### src/rtl/scan_reg_bank.sv
// Scannable register file: DEPTH x WIDTH flops with one write port, a registered
// true/complement read port, synchronous bank clear and a full-bank serial scan chain.

module scan_reg_word #(
  parameter int WIDTH = 8
) (
  input  logic             clk,
  input  logic             rst,
  input  logic             sclr,
  input  logic             se,
  input  logic             we,
  input  logic [WIDTH-1:0] sdat,
  input  logic [WIDTH-1:0] d,
  output logic [WIDTH-1:0] q
);

  always_ff @(posedge clk or posedge rst) begin
    if (rst)       q <= '0;
    else if (sclr) q <= '0;
    else if (se)   q <= sdat;
    else if (we)   q <= d;
  end

endmodule

module scan_reg_bank #(
  parameter  int WIDTH = 8,
  parameter  int DEPTH = 4,
  localparam int AW    = (DEPTH > 1) ? $clog2(DEPTH) : 1
) (
  input  logic             CLK,
  input  logic             CLR,
  input  logic             SCLR,
  input  logic             SE,
  input  logic             SI,
  output logic             SO,
  input  logic             WE,
  input  logic [AW-1:0]    WA,
  input  logic [WIDTH-1:0] D,
  input  logic [AW-1:0]    RA,
  output logic [WIDTH-1:0] Q,
  output logic [WIDTH-1:0] QB
);

  localparam int NB = DEPTH * WIDTH;
  localparam int NR = 1 << AW;

  logic [DEPTH-1:0][WIDTH-1:0] word;
  logic [NB-1:0]               flat;
  logic [NB-1:0]               chain;
  logic [DEPTH-1:0]            we_hit;
  logic [NR-1:0][WIDTH-1:0]    rd_tbl;

  // chain[i] is the value bit i of the flattened bank takes on a shift edge
  assign flat     = word;
  assign chain[0] = SI;
  for (genvar i = 1; i < NB; i++) begin : g_chain
    assign chain[i] = flat[i-1];
  end

  for (genvar w = 0; w < DEPTH; w++) begin : g_word
    assign we_hit[w] = WE && (WA == AW'(w));
    scan_reg_word #(.WIDTH(WIDTH)) u_word (
      .clk  (CLK),
      .rst  (CLR),
      .sclr (SCLR),
      .se   (SE),
      .we   (we_hit[w]),
      .sdat (chain[w*WIDTH +: WIDTH]),
      .d    (D),
      .q    (word[w])
    );
  end

  // Unused address space reads as zero so no X leaks from beyond DEPTH
  for (genvar r = 0; r < NR; r++) begin : g_rd
    if (r < DEPTH) begin : g_live
      assign rd_tbl[r] = word[r];
    end else begin : g_void
      assign rd_tbl[r] = '0;
    end
  end

  always_ff @(posedge CLK or posedge CLR) begin
    if (CLR)       Q <= '0;
    else if (SCLR) Q <= '0;
    else           Q <= rd_tbl[RA];
  end

  assign QB = ~Q;
  assign SO = flat[NB-1];

endmodule

### config.mk
export PLATFORM = sky130hd
export DESIGN_NAME = scan_reg_bank
export DESIGN_NICKNAME = d
export VERILOG_FILES = /design/src/rtl/scan_reg_bank.sv
export SDC_FILE = /design/constraint.sdc
export NUM_CORES = 1
export LEC_CHECK = 0
export BUFFER_PORTS_ARGS = -buffer_cell sky130_fd_sc_hd__buf_2
export CAP_MARGIN = 40
export CELL_PAD_IN_SITES_DETAIL_PLACEMENT = 1
export CELL_PAD_IN_SITES_GLOBAL_PLACEMENT = 1
export CORE_MARGIN = 1.5
export CORE_UTILIZATION = 37
export DETAILED_ROUTE_END_ITERATION = 6
export PLACE_DENSITY_LB_ADDON = 0.1
export SLEW_MARGIN = 20
export SYNTH_ARGS = -nofsm -noshare
export SYNTH_HDL_FRONTEND = slang
export SYNTH_HIERARCHICAL = 1
export SYNTH_SLANG_ARGS = --single-unit
### constraint.sdc
create_clock -name CLK -period 0.8 [get_ports CLK]
set_input_delay 0.12 -clock CLK [delete_from_list [all_inputs] [get_ports CLK]]
set_output_delay 0.12 -clock CLK [all_outputs]
set_load 0.02 [all_outputs]
# Word-level counts from Yosys, hierarchy flattened
# Index checks and enable logic that the tools add are counted.
word_totals:
  register_bits: 40
classes:
  magnitude_cmp: 1
  reduce_logical: 9
  eq_ne: 3
  n_bitwise: 1
  mux: 15
op_table:
  columns: ["cell", "n"]
  rows:
  - ["8-bit 2-to-1 mux", 14]
  - ["8-bit binary-select mux with 2-bit select", 1]
  - ["3-bit nonzero test", 4]
  - ["8-bit inverter", 1]
  - ["2-bit == test (second input constant)", 2]
  - ["1-bit logical AND", 4]
  - ["2-bit by 3-bit less-than comparator with 1-bit output (second input constant)", 1]
  - ["2-bit by 1-bit == test with 1-bit output (second input constant)", 1]
  - ["2-bit zero test", 1]

# Logic depth before layout (Yosys ltp)
# Gate-level depths: netlist of the first run.
depth:
  word_depth: 5
  mapped_depth: 5
  mapped_depth_nobuf: 4

# By module
# Netlist of the first run, hierarchy kept.
by_module_without_submodules:
  columns: ["mod", "seq_area_each_um2", "n_inst", "area_each_um2", "cells_each"]
  rows:
  - ["scan_reg_word", 200.2, 4, 412.9, 36]
  - ["scan_reg_bank", 200.2, 1, 526.8, 52]

# Worst setup path after synthesis of the first run
# OpenSTA, ideal clock, no wires.
synth_path:
  path_kind: "input to register"
  start: "input port WA[1]"
  end: "register g_word[0].u_word.q[0]"
  n_path_buf: 1
  path_stages: 4
  arrival_time_ns: 0.764
  required_time_ns: 0.666
  setup_slack_ns: -0.098
  path_cell_list: "nor3b_1 -> buf_6 -> mux2i_1 -> a211oi_1"
synth_via:
  elab_chain_cells: 3
synth_lines:
  columns: ["element", "line", "rtl"]
  rows:
  - ["start: declaration", "38", "input logic [AW-1:0] WA,"]
  - ["2-bit zero test", "62", "assign we_hit[w] = WE && (WA == AW'(w));"]
  - ["1-bit logical AND", "62", null]
  - ["3-bit nonzero test (no source line)", null, null]
  - ["end signal: assignment", "20", "else if (se) q <= sdat;"]
  - ["end: declaration", "14", "output logic [WIDTH-1:0] q"]
# No other way between the ends.
# A chain may end at the register's enable or synchronous reset.

# Worst setup path after layout of the first run
layout_path:
  start: "register Q[3]"
  end: "output port QB[3]"
layout_via:
  elab_chain_cells: 1
layout_lines:
  columns: ["element", "line", "rtl"]
  rows:
  - ["start: declaration", "41", "output logic [WIDTH-1:0] Q,"]
  - ["start signal: assignment", "87", "else Q <= rd_tbl[RA];"]
  - ["8-bit inverter", "90", "assign QB = ~Q;"]
  - ["end: declaration", "42", "output logic [WIDTH-1:0] QB"]
# No other way between the ends.

==> results.py, run 1 <==
metrics = {
    "flow_run": {
        "drv_cap": 0,
    },
    "timing": {
        "fin_crit_sh": 1.246,
        "clock_skew_ns": 0.008424,
        "worst_pin_slew_ns": 0.4300,
        "rsz0062_at_grt": "true",
        "finalSetupViolCount": 39,
        "fin_ws_ns": -0.1965,
        "max_freq_mhz": 1004,
        "layout_min_cycle_time_ns": 0.9965,
        "slew_headroom": 0.7133,
        "slew_viol_final": 0,
        "timing.final.hold_violations": 0,
    },
    "cells_and_area": {
        "area_delta_synth_final_pct": 27.51,
        "final_cell_mix": "mux2i_1, dfrtp_1, nor2b_1, a211oi_1, buf_2",
        "fin_nets": 255,
        "final_common_cell": "mux2i_1",
        "utilization": 0.4953,
        "layout-drive-gt1-share": 0.3277,
        "insertedDiodeCount": 0,
        "fin_area_sq_mm": 0.002778,
        "fillers": 609,
    },
    "logic_synthesis": {
        "yosysTopAreaCellShare": 0.4595,
        "synthTopCellsByArea": "dfrtp_1, mux2i_1, a211oi_1",
        "ys_seq_elements": 40,
        "ys_warn_count": 6,
        "synth_top_area_cell": "dfrtp_1",
        "postSynthAreaPerCell_sq_um": 11.11,
        "yosysSeqAreaShare": 0.4595,
        "syn_area_sq_mm": 0.002178,
        "synth_cells": 196,
        "syn_nets": 214,
        "synth.distinct_cells": 18,
    },
    "drt": {
        "drt_iter0_drc": 55,
        "drc_errors": 0,
        "first_pass_iters": 4,
        "wl_mm": 6.359,
        "viasPerCell": 5.490,
        "final_antenna_net_count": 0,
        "drt-wirelength-per-cell_um": 20.51,
        "vias": 1702,
    },
    "floorplan": {
        "die-width_um": 79.73,
        "boundaryPins": 35,
        "dieArea_sq_mm": 0.006357,
        "die_y_um": 79.73,
        "rows": 27,
        "core-area_sq_mm": 0.005608,
        "start_util": 0.3884,
    },
    "critical_path": {
        "cp_max_fo": 2,
        "r2r_end": "g_word[3].u_word/q[7]$_DFFE_PP0P_",
        "critPathSlowestCell": "dfrtp_1",
        "crit_path_start_kind": "flip-flop",
        "reg2reg_from": "g_word[3].u_word/q[7]$_DFFE_PP0P_",
        "worstSetupPathType": "reg -> out",
        "crit_path_max_incr_delay_ns": 0.41,
        "rrSetupSlack_ns": -0.11,
        "cp.arrival_ns": 0.88,
        "crit_chain": "inv_2 > buf_6",
        "worst_r2r_path_depth": 3,
        "cp.required_ns": 0.68,
        "critPathCaptureType": "output port",
    },
    "grt": {
        "grt.total_usage": 0.2177,
        "antenna_found_initial": 0,
        "grt-ovfl-total": 0,
        "grt_pass1_vias": 1828,
        "grt_max_degree": 33,
        "grt_pass1_wl_mm": 10.04,
    },
    "hold_path": {
        "holdPathEnd": "g_word[0].u_word/q[0]$_DFFE_PP0P_",
        "hold_path_depth": 3,
        "hp-class": "in -> reg",
        "min_from": "SI",
    },
    "placement": {
        "numPortBuffers": 34,
        "placed_area_sq_mm": 0.002481,
        "dp_hpwl_mm": 4.521,
        "place.gp.congestion": 0.7775,
    },
    "clocking": {
        "cts_inserted_buffers": 5,
        "clk_root_buffer_cell": "clkbuf_8",
        "clkTransAtPathRegs_ns": 0.07,
        "worstSkewPairLatency_ns": 0.30,
        "clock_path_buffers": 2,
        "htree_num_levels": 2,
        "cts_tree": "built",
        "cts_sinks": 40,
    },
    "power": {
        "p_leak_uw": 0.001205,
        "cellPowerDensity_mw_per_mm2": 1756,
        "ir_drop_mv": 0.9400,
    },
    "run_status": {
        "violations": "setup timing",
        "outcome": "complete, but fails checks",
    },
}
[metal layers]
metal | global-route usage | routed length, um
met5 | 0 | 0
met4 | 0.06379 | 96
met3 | 0.03543 | 281
met2 | 0.3576 | 3016
met1 | 0.2955 | 2963
[synth_stat cells (all sizes together)]
library cell and count:
inv 17, and3b 1, nand2 1, mux2i 48, clkbuf 1, nand2b 1, nor3b 1, and3 1
a211oi 32, or2 1, nor2b 32, buf 11, nor2 1, dfrtp 40, o22ai 8
[critical path, delay by kind of cell, from the launching register on]
family | cells | cell delay, ns
buffers and inverters | 2 | 0.18
DFF | 1 | 0.41
[worst max path at each step]
stage          slack [ns]                                end      startpoint  depth (start not counted)
6_report            -0.20                              QB[3]  Q[3]$_DFF_PP0_                          2
5_1_grt             -0.23                              QB[1]  Q[1]$_DFF_PP0_                          2
4_1_cts             -0.20                              QB[5]  Q[5]$_DFF_PP0_                          2
3_5_place_dp        -0.36  g_word[0].u_word/q[3]$_DFFE_PP0P_           WA[1]                          5
3_3_place_gp        -0.33  g_word[0].u_word/q[2]$_DFFE_PP0P_           WA[1]                          5
2_1_floorplan       -0.04  g_word[1].u_word/q[0]$_DFFE_PP0P_           WA[1]                          4
[layout make-up]
| type | instances | area (sq um) | share of cell area |
|---|---|---|---|
| Inverter | 17 | 63.81 | 0.02297 |
| Clock inverter | 2 | 35.03 | 0.01261 |
| Tap cell | 72 | 90.09 | 0.03243 |
| Clock buffer | 6 | 72.57 | 0.02613 |
| Multi-Input combinational cell | 127 | 1097 | 0.3950 |
| Sequential cell | 40 | 1002 | 0.3608 |
| Timing Repair Buffer | 46 | 416.7 | 0.1500 |
[what timing repair did]
item | in CTS | in global routing
setup endpoints to repair | 37 | 53
endpoints found under the hold margin | 40 | 0
buffers inserted | 1 | 0
cloned | 0 | 0
pin swaps | 14 | 10
hold buffers | 1 | 0
gates resized for setup | 37 | 16
[report_power, final]
| group | leakage [uW] | total [uW] | internal [uW] | switching [uW] |
|---|---|---|---|---|
| combinational | 0.000620 | 942 | 427 | 515 |
| sequential | 0.000530 | 2270 | 2150 | 122 |
| clock | 0.0000552 | 1670 | 926 | 740 |
[logic make-up after synthesis]
group,Yosys count,synth area share
buffers and inverters,29,0.07524
AOI/OAI and AO/OA,40,0.1333
and+or+nand+nor,39,0.1114
muxes,48,0.2206
DFF,40,0.4595
[through the flow]
| stage | setup TNS, ns | std cells | setup WS [ns] | hold WS (ns) | total power [uW] |
|---|---|---|---|---|---|
| finish | -3.792 | 310 | -0.1965 | 0.1410 | 4879 |
| global placement | -8.825 | 300 | -0.3338 | 0.1154 | 3089 |
| floorplan | -0.6135 | 196 | -0.04164 | -0.06441 | 2791 |
| CTS | -3.812 | 310 | -0.2007 | 0.1178 | 4859 |
| global route | -5.620 | 310 | -0.2251 | 0.1498 | 5074 |
| detailed placement | -9.485 | 300 | -0.3573 | 0.1215 | 3124 |
[state kept, by name (all words and copies together) (netlist names)]
name / flops
g_word.u_word/q: 32
Q: 8
No activity file was read; power rests on OpenSTA's default activity.
==> inputs of run 2 (changes only) <==
--- a/config.mk
+++ b/config.mk
@@ -13,6 +13,7 @@
 export CORE_UTILIZATION = 37
 export DETAILED_ROUTE_END_ITERATION = 6
 export PLACE_DENSITY_LB_ADDON = 0.1
+export SKIP_LAST_GASP = 1
 export SLEW_MARGIN = 20
 export SYNTH_ARGS = -nofsm -noshare
 export SYNTH_HDL_FRONTEND = slang
==> results.py, run 2 (synthesis gave the netlist of run 1 again) <==
metrics = {
    "floorplan": {
        "boundaryPins": 35,
        "die-width_um": 79.73,
        "start_util": 0.3884,
        "core-area_sq_mm": 0.005608,
        "die_y_um": 79.73,
        "rows": 27,
        "dieArea_sq_mm": 0.006357,
    },
    "drt": {
        "first_pass_iters": 4,
        "drt-wirelength-per-cell_um": 20.35,
        "viasPerCell": 5.477,
        "vias": 1698,
        "drt_iter0_drc": 55,
        "drc_errors": 0,
        "wl_mm": 6.307,
        "final_antenna_net_count": 0,
    },
    "cells_and_area": {
        "largest_reg_flops": 32,
        "fin_nets": 255,
        "insertedDiodeCount": 0,
        "fin_cells": 310,
        "area_delta_synth_final_pct": 27.40,
        "layout-drive-gt1-share": 0.3277,
        "regMostFlops": "g_word.u_word/q",
        "reg.largest.list": "g_word.u_word/q (32), Q (8)",
        "final_common_cell": "mux2i_1",
        "final_cell_mix": "mux2i_1, dfrtp_1, nor2b_1, a211oi_1, buf_2",
    },
    "grt": {
        "antenna_found_initial": 0,
        "grt_max_degree": 33,
        "grt.total_usage": 0.2180,
        "grt_pass1_wl_mm": 10.05,
        "grt_pass1_vias": 1827,
        "grt-ovfl-total": 0,
    },
    "critical_path": {
        "critPathSlowestCell": "dfrtp_1",
        "cp_max_fo": 2,
        "rrSetupSlack_ns": -0.11,
        "crit_chain": "inv_2 > buf_6",
        "cp.required_ns": 0.68,
        "worstSetupPathType": "reg -> out",
        "crit_path_start_kind": "flip-flop",
        "crit_path_max_incr_delay_ns": 0.41,
        "cp.arrival_ns": 0.88,
        "critPathCaptureType": "output port",
    },
    "power": {
        "ir_drop_mv": 0.9402,
        "cellPowerDensity_mw_per_mm2": 1755,
        "p_leak_uw": 0.001204,
    },
    "timing": {
        "fin_hold_ws_ns": 0.1414,
        "fin_crit_sh": 1.245,
        "finalSetupViolCount": 37,
        "timing.final.hold_violations": 0,
        "fin_ws_ns": -0.1958,
        "worst_pin_slew_ns": 0.4271,
        "slew_headroom": 0.7153,
        "max_freq_mhz": 1004,
        "slew_viol_final": 0,
        "rsz0062_at_grt": "true",
        "tns_ns": -3.810,
        "layout_min_cycle_time_ns": 0.9958,
        "clock_skew_ns": 0.006325,
    },
    "clocking": {
        "clk_root_buffer_cell": "clkbuf_8",
        "cts_sinks": 40,
        "clkTransAtPathRegs_ns": 0.07,
        "cts_tree": "built",
        "htree_num_levels": 2,
        "clock_path_buffers": 2,
        "cts_inserted_buffers": 5,
        "worstSkewPairLatency_ns": 0.30,
    },
    "placement": {
        "dp_hpwl_mm": 4.521,
        "numPortBuffers": 34,
        "place.gp.congestion": 0.7775,
        "place_inst": 300,
    },
    "hold_path": {
        "hp-class": "in -> reg",
    },
    "run_status": {
        "violations": "setup timing",
        "outcome": "complete, but fails checks",
    },
    "flow_run": {
        "drv_cap": 0,
    },
}
==> run 2: worst max-delay path: cells and delay by family, from the launching register on <==
| kind | cells | cell delay [ns] |
|---|---|---|
| flip-flops | 1 | 0.41 |
| buffers and inverters | 2 | 0.18 |
==> run 2: through the flow <==
| step | setup WS (ns) | instance area [sq um] | util | total power [uW] |
|---|---|---|---|---|
| floorplan | -0.04164 | 2196 | - | 2791 |
| global placement | -0.3338 | 2481 | 0.4424 | 3089 |
| detailed placement | -0.3573 | 2481 | 0.4424 | 3124 |
| CTS | -0.2007 | 2719 | 0.4848 | 4859 |
| global route | -0.2251 | 2775 | 0.4949 | 5072 |
| finish | -0.1958 | 2775 | 0.4949 | 4870 |
==> run 2: area by class of cell <==
type | count | area [sq um]
Fill cell | 609 | 2833
Multi-Input combinational cell | 127 | 1097
Sequential cell | 40 | 1002
Timing Repair Buffer | 46 | 414.1
Tap cell | 72 | 90.09
Clock buffer | 6 | 72.57
Inverter | 17 | 63.81
Clock inverter | 2 | 35.03
==> run 2: worst paths after layout <==
kind	to	from	depth (start not counted)
max	QB[3]	Q[3]$_DFF_PP0_	2
min	g_word[0].u_word/q[0]$_DFFE_PP0P_	SI	3
max reg2reg	g_word[3].u_word/q[7]$_DFFE_PP0P_	g_word[3].u_word/q[7]$_DFFE_PP0P_	3
min reg2reg	g_word[3].u_word/q[7]$_DFFE_PP0P_	g_word[3].u_word/q[6]$_DFFE_PP0P_	2
max in group asynchronous	g_word[3].u_word/q[7]$_DFFE_PP0P_	CLR	3
min in group asynchronous	Q[7]$_DFF_PP0_	CLR	3
==> run 2: where the power goes <==
part	total (uW)	internal, uW	switching, uW	leakage [uW]
clock network	1660	926	736	0.0000552
logic	938	426	512	0.000619
registers	2270	2150	122	0.000530
==> run 2: repair_timing <==
| item | 4_1_cts | 5_1_grt |
|---|---|---|
| pin swaps | 13 | 11 |
| cloned | 0 | 0 |
| setup endpoints to repair | 37 | 53 |
| buffers inserted | 1 | 0 |
| hold endpoints to repair | 40 | 0 |
| resized for setup | 37 | 15 |
| hold buffers | 1 | 0 |
==> run 2: layer usage <==
| layer | routed length (um) | part of all wire | GRT usage | vias to the layer above |
|---|---|---|---|---|
| li1 | - | - | - | 780 |
| met1 | 2893 | 0.46 | 0.2962 | 851 |
| met2 | 3018 | 0.48 | 0.3576 | 59 |
| met3 | 295 | 0.047 | 0.03543 | 8 |
| met4 | 100 | 0.016 | 0.06379 | 0 |
| met5 | 0 | 0 | 0 | - |
